**src/rtl/multicycle_control_pkg.sv**
```systemverilog
// Shared definitions for the multicycle sequencer: opcodes, ALU op codes, FSM states, instruction classes.
package multicycle_control_pkg;

  localparam logic [6:0] OP_R      = 7'b0110011;
  localparam logic [6:0] OP_I      = 7'b0010011;
  localparam logic [6:0] OP_LOAD   = 7'b0000011;
  localparam logic [6:0] OP_STORE  = 7'b0100011;
  localparam logic [6:0] OP_BRANCH = 7'b1100011;

  localparam logic [2:0] ALU_ADD   = 3'b000;
  localparam logic [2:0] ALU_SUB   = 3'b001;
  localparam logic [2:0] ALU_RTYPE = 3'b010;
  localparam logic [2:0] ALU_ITYPE = 3'b011;

  typedef enum logic [2:0] {
    S_FETCH  = 3'd0,
    S_DECODE = 3'd1,
    S_EXEC   = 3'd2,
    S_MEM    = 3'd3,
    S_WB     = 3'd4
  } state_t;

  typedef enum logic [2:0] {
    CLS_R      = 3'd0,
    CLS_I      = 3'd1,
    CLS_LOAD   = 3'd2,
    CLS_STORE  = 3'd3,
    CLS_BRANCH = 3'd4
  } iclass_t;

endpackage

```
**src/rtl/multicycle_control_opcode_class_decoder.sv**
```systemverilog
// Combinational opcode -> {instruction class, legal} mapping for the supported RV32I subset.
module opcode_class_decoder
  import multicycle_control_pkg::*;
(
  input  logic [6:0] opcode,
  output iclass_t    iclass,
  output logic       legal
);

  // classify the opcode; anything outside the subset is flagged illegal
  always_comb begin
    iclass = CLS_R;
    legal  = 1'b1;
    case (opcode)
      OP_R:      iclass = CLS_R;
      OP_I:      iclass = CLS_I;
      OP_LOAD:   iclass = CLS_LOAD;
      OP_STORE:  iclass = CLS_STORE;
      OP_BRANCH: iclass = CLS_BRANCH;
      default: begin
        iclass = CLS_R;
        legal  = 1'b0;
      end
    endcase
  end

endmodule

```
**src/rtl/multicycle_control.sv**
```systemverilog
// Multicycle FETCH/DECODE/EXECUTE/MEMORY/WRITEBACK sequencer with memory-ready timeout.
// Define MULTICYCLE_PERF_EN to enable the cycles/instret performance counters.
module multicycle_control
  import multicycle_control_pkg::*;
#(
  parameter int TIMEOUT_CYCLES = 16,
  parameter int PERF_W         = 32
) (
  input  logic              clk,
  input  logic              reset,
  input  logic [31:0]       instruction,
  input  logic              mem_ready,
  output logic              ir_write,
  output logic              pc_write,
  output logic              branch,
  output logic              iord,
  output logic              memread,
  output logic              memwrite,
  output logic              memtoreg,
  output logic              alusrc,
  output logic              regwrite,
  output logic [2:0]        aluop,
  output logic              instr_done,
  output logic              illegal_instr,
  output logic              mem_error,
  output logic [PERF_W-1:0] instret,
  output logic [PERF_W-1:0] cycles
);

  localparam int CNT_W = $clog2(TIMEOUT_CYCLES + 2);

  state_t           state_r, state_nxt_s;
  iclass_t          class_r, dec_class_s;
  logic             dec_legal_s;
  logic [CNT_W-1:0] tmo_cnt_r;
  logic             tmo_expired_s;
  logic             entry_s;
  logic             unused_instr_s;

  logic ir_write_s, pc_write_s, branch_s, iord_s, memread_s, memwrite_s;
  logic memtoreg_s, alusrc_s, regwrite_s, done_s, illegal_s, mem_error_s;
  logic [2:0] aluop_s;

  assign unused_instr_s = ^instruction[31:7];

  opcode_class_decoder u_dec (
    .opcode (instruction[6:0]),
    .iclass (dec_class_s),
    .legal  (dec_legal_s)
  );

  // A disabled timeout (0) never expires even though the counter keeps running
  assign tmo_expired_s = (TIMEOUT_CYCLES != 0) && (tmo_cnt_r == CNT_W'(TIMEOUT_CYCLES));

  // state register
  always_ff @(posedge clk) begin
    if (reset) begin
      state_r <= S_FETCH;
    end else begin
      state_r <= state_nxt_s;
    end
  end

  // latch the decoded class once so later states do not depend on the opcode input
  always_ff @(posedge clk) begin
    if (reset) begin
      class_r <= CLS_R;
    end else if (state_r == S_DECODE) begin
      class_r <= dec_class_s;
    end else begin
      class_r <= class_r;
    end
  end

  // memory-wait counter, cleared on every state entry (including timeout re-entry of FETCH)
  always_ff @(posedge clk) begin
    if (reset) begin
      tmo_cnt_r <= '0;
    end else if (entry_s) begin
      tmo_cnt_r <= '0;
    end else if ((state_r == S_FETCH) || (state_r == S_MEM)) begin
      tmo_cnt_r <= tmo_cnt_r + CNT_W'(1);
    end else begin
      tmo_cnt_r <= tmo_cnt_r;
    end
  end

  // next-state and control decode; memory strobes are Mealy on mem_ready/timeout
  always_comb begin
    state_nxt_s = state_r;
    entry_s     = 1'b0;
    ir_write_s  = 1'b0;
    pc_write_s  = 1'b0;
    branch_s    = 1'b0;
    iord_s      = 1'b0;
    memread_s   = 1'b0;
    memwrite_s  = 1'b0;
    memtoreg_s  = 1'b0;
    alusrc_s    = 1'b0;
    regwrite_s  = 1'b0;
    aluop_s     = ALU_ADD;
    done_s      = 1'b0;
    illegal_s   = 1'b0;
    mem_error_s = 1'b0;
    case (state_r)
      S_FETCH: begin
        memread_s = 1'b1;
        if (mem_ready) begin
          ir_write_s  = 1'b1;
          pc_write_s  = 1'b1;
          state_nxt_s = S_DECODE;
          entry_s     = 1'b1;
        end else if (tmo_expired_s) begin
          memread_s   = 1'b0;
          mem_error_s = 1'b1;
          state_nxt_s = S_FETCH;
          entry_s     = 1'b1;
        end else begin
          state_nxt_s = S_FETCH;
        end
      end
      S_DECODE: begin
        entry_s = 1'b1;
        if (dec_legal_s) begin
          state_nxt_s = S_EXEC;
        end else begin
          illegal_s   = 1'b1;
          state_nxt_s = S_FETCH;
        end
      end
      S_EXEC: begin
        entry_s = 1'b1;
        case (class_r)
          CLS_R: begin
            aluop_s     = ALU_RTYPE;
            state_nxt_s = S_WB;
          end
          CLS_I: begin
            aluop_s     = ALU_ITYPE;
            alusrc_s    = 1'b1;
            state_nxt_s = S_WB;
          end
          CLS_LOAD, CLS_STORE: begin
            aluop_s     = ALU_ADD;
            alusrc_s    = 1'b1;
            state_nxt_s = S_MEM;
          end
          CLS_BRANCH: begin
            aluop_s     = ALU_SUB;
            branch_s    = 1'b1;
            done_s      = 1'b1;
            state_nxt_s = S_FETCH;
          end
          default: begin
            state_nxt_s = S_FETCH;
          end
        endcase
      end
      S_MEM: begin
        iord_s     = 1'b1;
        alusrc_s   = 1'b1;
        aluop_s    = ALU_ADD;
        memread_s  = (class_r == CLS_LOAD);
        memwrite_s = (class_r != CLS_LOAD);
        if (mem_ready) begin
          entry_s = 1'b1;
          if (class_r == CLS_LOAD) begin
            state_nxt_s = S_WB;
          end else begin
            done_s      = 1'b1;
            state_nxt_s = S_FETCH;
          end
        end else if (tmo_expired_s) begin
          memread_s   = 1'b0;
          memwrite_s  = 1'b0;
          mem_error_s = 1'b1;
          state_nxt_s = S_FETCH;
          entry_s     = 1'b1;
        end else begin
          state_nxt_s = S_MEM;
        end
      end
      S_WB: begin
        regwrite_s  = 1'b1;
        memtoreg_s  = (class_r == CLS_LOAD);
        done_s      = 1'b1;
        state_nxt_s = S_FETCH;
        entry_s     = 1'b1;
      end
      default: begin
        state_nxt_s = S_FETCH;
        entry_s     = 1'b1;
      end
    endcase
  end

  // Reset silences every strobe immediately so an abandoned instruction emits nothing
  assign ir_write      = ir_write_s  & ~reset;
  assign pc_write      = pc_write_s  & ~reset;
  assign branch        = branch_s    & ~reset;
  assign iord          = iord_s      & ~reset;
  assign memread       = memread_s   & ~reset;
  assign memwrite      = memwrite_s  & ~reset;
  assign memtoreg      = memtoreg_s  & ~reset;
  assign alusrc        = alusrc_s    & ~reset;
  assign regwrite      = regwrite_s  & ~reset;
  assign aluop         = aluop_s & {3{~reset}};
  assign instr_done    = done_s      & ~reset;
  assign illegal_instr = illegal_s   & ~reset;
  assign mem_error     = mem_error_s & ~reset;

`ifdef MULTICYCLE_PERF_EN
  logic [PERF_W-1:0] cycles_r, instret_r;

  // free-running performance counters, wrapping at 2^PERF_W
  always_ff @(posedge clk) begin
    if (reset) begin
      cycles_r  <= '0;
      instret_r <= '0;
    end else begin
      cycles_r <= cycles_r + PERF_W'(1);
      if (done_s) begin
        instret_r <= instret_r + PERF_W'(1);
      end else begin
        instret_r <= instret_r;
      end
    end
  end

  assign cycles  = cycles_r;
  assign instret = instret_r;
`else
  assign cycles  = {PERF_W{1'b0}};
  assign instret = {PERF_W{1'b0}};
`endif

endmodule

```
**config.mk**
```make
export PLATFORM = sky130hd
export DESIGN_NAME = multicycle_control
export DESIGN_NICKNAME = d
export VERILOG_FILES = /design/src/rtl/multicycle_control_pkg.sv /design/src/rtl/multicycle_control_opcode_class_decoder.sv /design/src/rtl/multicycle_control.sv
export SDC_FILE = /design/constraint.sdc
export NUM_CORES = 1
export LEC_CHECK = 0
export CAP_MARGIN = 20
export CORE_MARGIN = 2
export CORE_UTILIZATION = 33
export DETAILED_ROUTE_END_ITERATION = 10
export GPL_TIMING_DRIVEN = 0
export PLACE_DENSITY = 0.86
export SLEW_MARGIN = 5
export SYNTH_ARGS = -nofsm -noshare
export SYNTH_HDL_FRONTEND = slang
export SYNTH_SLANG_ARGS = --single-unit
```
**constraint.sdc**
```tcl
create_clock -name clk -period 3 [get_ports clk]
set_input_delay 0.6 -clock clk [delete_from_list [all_inputs] [get_ports clk]]
set_output_delay 0.6 -clock clk [all_outputs]
set_load 0.1 [all_outputs]
```
==> impl_results.md, run 1 <==
- Status: complete, no violations
- Total GRT Usage: 12.4%
- Sw Share: 59.1%
- Worst setup startpoint: instruction[0]
- HP Start: tmo_cnt_r[0]
- Sequential share of power: 18.8%
- TritonCTS Sinks: 11
- Worst slew pin tran: 0.953 ns
- ANT nets after route: 0
- Max incr delay on CP: 0.55 ns
- RSZ-0062 raised after global routing: false
- Global route total overflow: 0
- First-pass GRT wire length: 4.15 mm
- Critical Path RT: 2.40 ns
- Post-DR wirelength/cell: 8.54 µm
- # DRC: 0
- Tmin final: 2.90 ns
- Port-buffer cells: 23
- Ys async rst share: 0%
- Pint: 327 µW
- Die X: 64.8 µm
- DR pass1 iterations: 4
- Number of global-route vias before repair: 972
- Die area: 4200 µm²
- Comb pwr share: 62.1%
- Worst skew pair latency: 0.24 ns
- I/O pins: 114
- Post-DP HPWL: 2.17 mm
- Leakage: 0.000964 µW
- Clock skew: 0.00245 ns
- Clk slew on worst S/H paths: 0.05 ns
- Antenna Cells: 0
- Power, Total: 801 µW
- Synth Warn #: 0
- Site Rows: 22
- Avg Inst Size Synth: 7.93 µm²
- Total core area: 3610 µm²
- Post-synth EDFFs: 0
- PD cells: 433 nW/µm²
- Class of the most critical setup path: in2out
- Post-layout util: 51.3%
- Seq/Total Area, Yosys: 18.0%
- Crit path DAT: 2.30 ns
- MaxCap Viol Count: 0
- Primary FF master, synth: dfxtp_1
- CP delay by family, top: buffers and inverters
- Slowest cell on crit path: or4bb_1
- Pins Over Slew Limit: 0
- Area growth from synthesis to layout: 51.4%
- Mapped Cells: 154
- Crit path capture type: output port
- Achievable Freq: 345 MHz
- Reg-to-Reg Start: state_r[1]
- Layout Nets: 283
- Register bit total from synthesis: 11
- DRT iter0 DRCs: 47
- Drt via density: 3.69
- Worst Slack Setup Final: 0.103 ns
- Buf/Inv on CP: 2
- Root Driver: clkbuf_8
- H-tree levels: 1
- Final setup vio count: 0
- Largest net degree at the start of global routing: 11
- Mapped Area: 1220 µm²
- Worst vdd ir: 0.231 mV
- Clk buf depth: 2
- Drt total wl: 2.50 mm
- Final cycle utilization of the critical path: 96.6%
- Clock group share of total power: 19.2%
- Cts bufs inserted: 3
- Max_slew headroom: 36.7%
- CP Cell Sequence: clkdlybuf4s50_1 -> or4bb_1 -> a21oi_1 -> nor3_2 -> clkdlybuf4s15_2
- Hold/Removal Path Class: reg2reg
- Worst Setup Start Kind: primary input
- Share of layout cells above drive strength 1: 40.0%
- Final Hold Fails: 0
- Height of the chip: 64.8 µm
- Post-CTS Setup Repair Bufs: 0
- Final Wtd Congestion: 0.796
- P_sw: 473 µW
- Initial antenna violation count: 0
- Worst Path Max Fanout: 5
- CTS tree: yes
- Vias: 1082
- Place WS: -0.990 ns
- Initial Util: 33.9%
- Post-synth cell types: 41
timing repair:
action | 4_1_cts | 5_1_grt
endpoints found under the setup margin | 14 | 0
gates resized for setup | 58 | 0
hold buffers | 0 | 0
cell type report:
class                   instances  area [µm²]
repair buffers                 23         213
inverters                       5        18.8
fillers                       360        1760
well taps                      48        60.1
multi-input cells             132         772
clock buffers                   4        45.0
plain buffers                  70         520
flip-flops and latches         11         220
registers in the layout, indices dropped and copies added (netlist names):
| name | flops |
|---|---|
| tmo_cnt_r | 5 |
| class_r | 3 |
| state_r | 3 |
power by group through the flow:
stage	clock (µW)	combinational, µW	sequential (µW)
after global placement	0	492	153
after floorplan	0	467	153
final	154	497	150
after CTS	155	493	150
after detailed placement	0	494	153
after global routing	163	511	151
Yosys cell counts (2+ instances only):
master,number,share of area (%)
buf_4,66,41
dfxtp_1,11,18
nor2_1,10,3.1
a21oi_1,7,2.9
inv_1,5,1.5
nand2_1,4,1.2
or4_1,4,2.5
nor3_1,3,1.2
or4bb_1,3,2.8
xnor2_1,3,2.2
ha_1,2,2.0
nand4b_1,2,1.4
nor4b_1,2,1.4
o21a_1,2,1.2
o21ai_0,2,0.82
or3_1,2,1.0
or3b_2,2,1.4
layer usage:
| metal | vias to the layer above | part of all wire [%] | global-route usage [%] |
|---|---|---|---|
| met4 | 0 | 0.84 | 3.19 |
| met5 | - | 0 | 0 |
| met2 | 49 | 55 | 22.7 |
| met3 | 2 | 9.2 | 3.99 |
| li1 | 568 | - | - |
| met1 | 463 | 35 | 13.6 |
cell families (layout without fill, tap and decap cells):
kind of cell	after synthesis	after routing	share of synthesized area (%)
buffers and inverters	75	102	44.2
and+or+nand+nor	44	44	23.8
AOI/OAI and AO/OA	17	17	8.81
DFF	11	11	18.0
xor gates and xnor gates	4	4	2.87
adders and majority gates	2	2	2.05
other	1	65	0.307
layout by cell type, fill, tap and decap left out, drive strengths merged, types with 3 or more instances in the layout:
| master | netlist | layout |
|---|---|---|
| xnor2 | 3 | 3 |
| buf | 68 | 74 |
| dfxtp | 11 | 11 |
| inv | 5 | 5 |
| a21oi | 7 | 7 |
| clkdlybuf4s15 | 0 | 6 |
| or4 | 4 | 4 |
| conb | 1 | 65 |
| nand2 | 4 | 4 |
| nor2 | 10 | 10 |
| or3b | 3 | 3 |
| clkbuf | 2 | 6 |
| nor3 | 3 | 3 |
| clkdlybuf4s50 | 0 | 8 |
| or4bb | 3 | 3 |
final timing paths:
kind	end	slack, ns	cells after the start
setup / recovery	illegal_instr	0.10	5
hold / removal	tmo_cnt_r[0]	0.46	1
setup reg to reg	class_r[0]	1.26	5
hold reg to reg	tmo_cnt_r[0]	0.46	1
stage by stage:
step / setup TNS [ns] / area, µm² / hold WS, ns / std cells
floorplan: -0.235 / 1530 / 0.429 / 218
global placement: -7.99 / 1820 / 0.447 / 289
detailed placement: -8.59 / 1820 / 0.454 / 289
CTS: 0 / 1850 / 0.467 / 293
global route: 0 / 1850 / 0.490 / 293
finish: 0 / 1850 / 0.463 / 293
Note: power is estimated with default switching activity, not from simulation.
==> run 2, diff against run 1 <==
PLACE_DENSITY = 0.9   (was 0.86)
==> run 2 against run 1 <==
Clock-buffer cell count is the same. Largest power group unchanged. Register-to-register slack hardly changed. Sequential share of layout area is 0.13 points higher. First-iteration DRC count shrank 26%.
==> impl_results.md, run 2 (synthesis results as in run 1) <==
- Crit path DAT: 2.13 ns (-0.17 ns)
- Critical Path RT: 2.40 ns (about the same)
- GR Util met1: 11.9% (-1.7 points)
- Leakage: 0.000972 µW (+0.86%)
- Clock skew: 0.00227 ns (-0.000185 ns)
- Register-to-register setup slack: 1.27 ns (about the same)
- Worst skew pair latency: 0.24 ns (about the same)
- Reg-to-Reg Start: state_r[1]
- Filler cell count: 360 (unchanged)
- CTS tree: yes
- Initial antenna violation count: 0 (unchanged)
- Setup_tns: 0 ns (unchanged)
- Height of the chip: 64.8 µm (unchanged)
- TritonCTS Sinks: 11 (unchanged)
- I/O pins: 114 (unchanged)
- Most Crowded Layer GR: met2
- Layout Nets: 283 (unchanged)
- Worst Setup Start Kind: primary input
- Status: complete, no violations
- Hold depth: 1 (unchanged)
- Class of the most critical setup path: in2out
- Clk slew on worst S/H paths: 0.05 ns (about the same)
- Number of global-route vias before repair: 945 (-2.8%)
- MaxCap Viol Count: 0 (unchanged)
- Global route total overflow: 0 (unchanged)
- Cts bufs inserted: 3 (unchanged)
- Initial Util: 33.9% (unchanged)
- Drt total wl: 2.39 mm (-4.4%)
- Port-buffer cells: 23 (unchanged)
- Met3 usage: 4.17% (+0.17 points)
- Achievable Freq: 366 MHz (+6.1%)
- H-tree levels: 1 (unchanged)
- Die X: 64.8 µm (unchanged)
- Antenna Cells: 0 (unchanged)
- Tmin final: 2.73 ns (-0.166 ns)
- Met2 usage: 21.3% (-1.4 points)
- Commonest non-fill, non-tap cell in the layout: buf_4
- PD cells: 436 nW/µm² (+0.59%)
- Hold/Removal Path Class: reg2reg
- Clk buf depth: 2 (unchanged)
- Max_slew headroom: 63.7% (+27 points)
- Final cycle utilization of the critical path: 91.1% (-5.5 points)
- Total GRT Usage: 11.7% (-0.66 points)
- CTS Hold Buffers Added: 0 (unchanged)
- Worst Slack Setup Final: 0.268 ns (+0.166 ns)
- Root Driver: clkbuf_8
- Drt via density: 3.80 (+2.9%)
- Vias: 1113 (+2.9%)
- Worst slew pin tran: 0.547 ns (-0.406 ns)
- # DRC: 0 (unchanged)
- Die area: 4200 µm² (unchanged)
- Most frequent cells in the layout: 68 x buf_4, 65 x conb_1, 11 x dfxtp_1
- First-pass GRT wire length: 3.88 mm (-6.5%)
- Total core area: 3610 µm² (unchanged)
- Share of layout cells above drive strength 1: 40.4% (+0.41 points)
- Post-CTS Setup Repair Bufs: 0 (unchanged)
- RSZ-0062 raised after global routing: false
- Worst Hold Path EP: tmo_cnt_r[0]
- Max FFs per register: 5 (unchanged)
- Largest net degree at the start of global routing: 11 (unchanged)
- Final Wtd Congestion: 0.798 (+0.26%)
- Place WS: -0.971 ns (+0.0195 ns)
- ANT nets after route: 0 (unchanged)
- Top flop regs: tmo_cnt_r x5, class_r x3, state_r x3
- HP Start: tmo_cnt_r[0]
- Pins Over Slew Limit: 0 (unchanged)
- DR pass1 iterations: 4 (unchanged)
- Area growth from synthesis to layout: 49.8%
- Worst vdd ir: 0.207 mV (-10%)
- Post-DR wirelength/cell: 8.16 µm (-4.4%)
- DRT iter0 DRCs: 35 (-26%)
- R2r worst-path depth: 5 (unchanged)
- Post-DP HPWL: 2.01 mm (-7.1%)
- Reg-to-Reg End: class_r[0]
- Worst Path Max Fanout: 5 (unchanged)
- Largest register by flop count: tmo_cnt_r
- Crit path capture type: output port
- Final setup vio count: 0 (unchanged)
- Site Rows: 22 (unchanged)
- Final Hold Fails: 0 (unchanged)
## run 2: cell count changes in the layout (fill, tap and decap cells not counted)
cell | previous run | this run
buf_2 | 4 | 8
buf_4 | 69 | 68
clkdlybuf4s18_2 | 1 | 0
clkdlybuf4s15_2 | 6 | 3
buf_6 | 1 | 2
dlymetal6s2s_1 | 0 | 1
clkbuf_2 | 1 | 2
dlygate4sd2_1 | 2 | 0
## run 2: layout make-up
cell class / count / area (µm²) / share of cell area, %
plain buffers: 70 / 520 / 28.5
multi-input cells: 132 / 772 / 42.2
inverters: 5 / 18.8 / 1.03
clock buffers: 4 / 45.0 / 2.46
flip-flops and latches: 11 / 220 / 12.0
repair buffers: 23 / 193 / 10.5
well taps: 48 / 60.1 / 3.28
## run 2: how the worst max path moves through the flow
stage / endpoint / slack, ns / from
after global routing: illegal_instr / 0.15 / instruction[0]
after detailed placement: instr_done / -0.97 / reset
after global placement: instr_done / -0.97 / reset
after CTS: regwrite / 0.01 / reset
after floorplan: memtoreg / -0.23 / reset
final: illegal_instr / 0.27 / instruction[0]
## run 2: worst max-delay path, stage by stage
cell	delay (ns)
clkdlybuf4s50_1	0.46
or4bb_1	0.54
a21oi_1	0.17
nor3_2	0.05
buf_2	0.30
## run 2: timing repair
item	in CTS	in global routing
gates resized for setup	57	11
setup endpoints to repair	14	7
gates cloned	0	0
## run 2: metal layers
layer	up-vias	part of all wire, %
met3	7	10
met4	0	1.8
met1	482	35
met5	-	0
li1	574	-
met2	50	53
## run 2: power breakdown
part | switching (µW) | internal [µW]
clock | 57.7 | 93.5
sequential | 1.64 | 149
combinational | 411 | 84.0
## run 2: metrics by stage
stage	cells	util (%)	instance area (µm²)	power, µW	hold slack, ns
3_3_place_gp	289	50.5	1820	645	0.445
4_1_cts	293	51.5	1860	799	0.480
2_1_floorplan	218	-	1530	620	0.429
3_5_place_dp	289	50.5	1820	647	0.468
6_report	293	50.7	1830	797	0.472
5_1_grt	293	50.7	1830	823	0.513
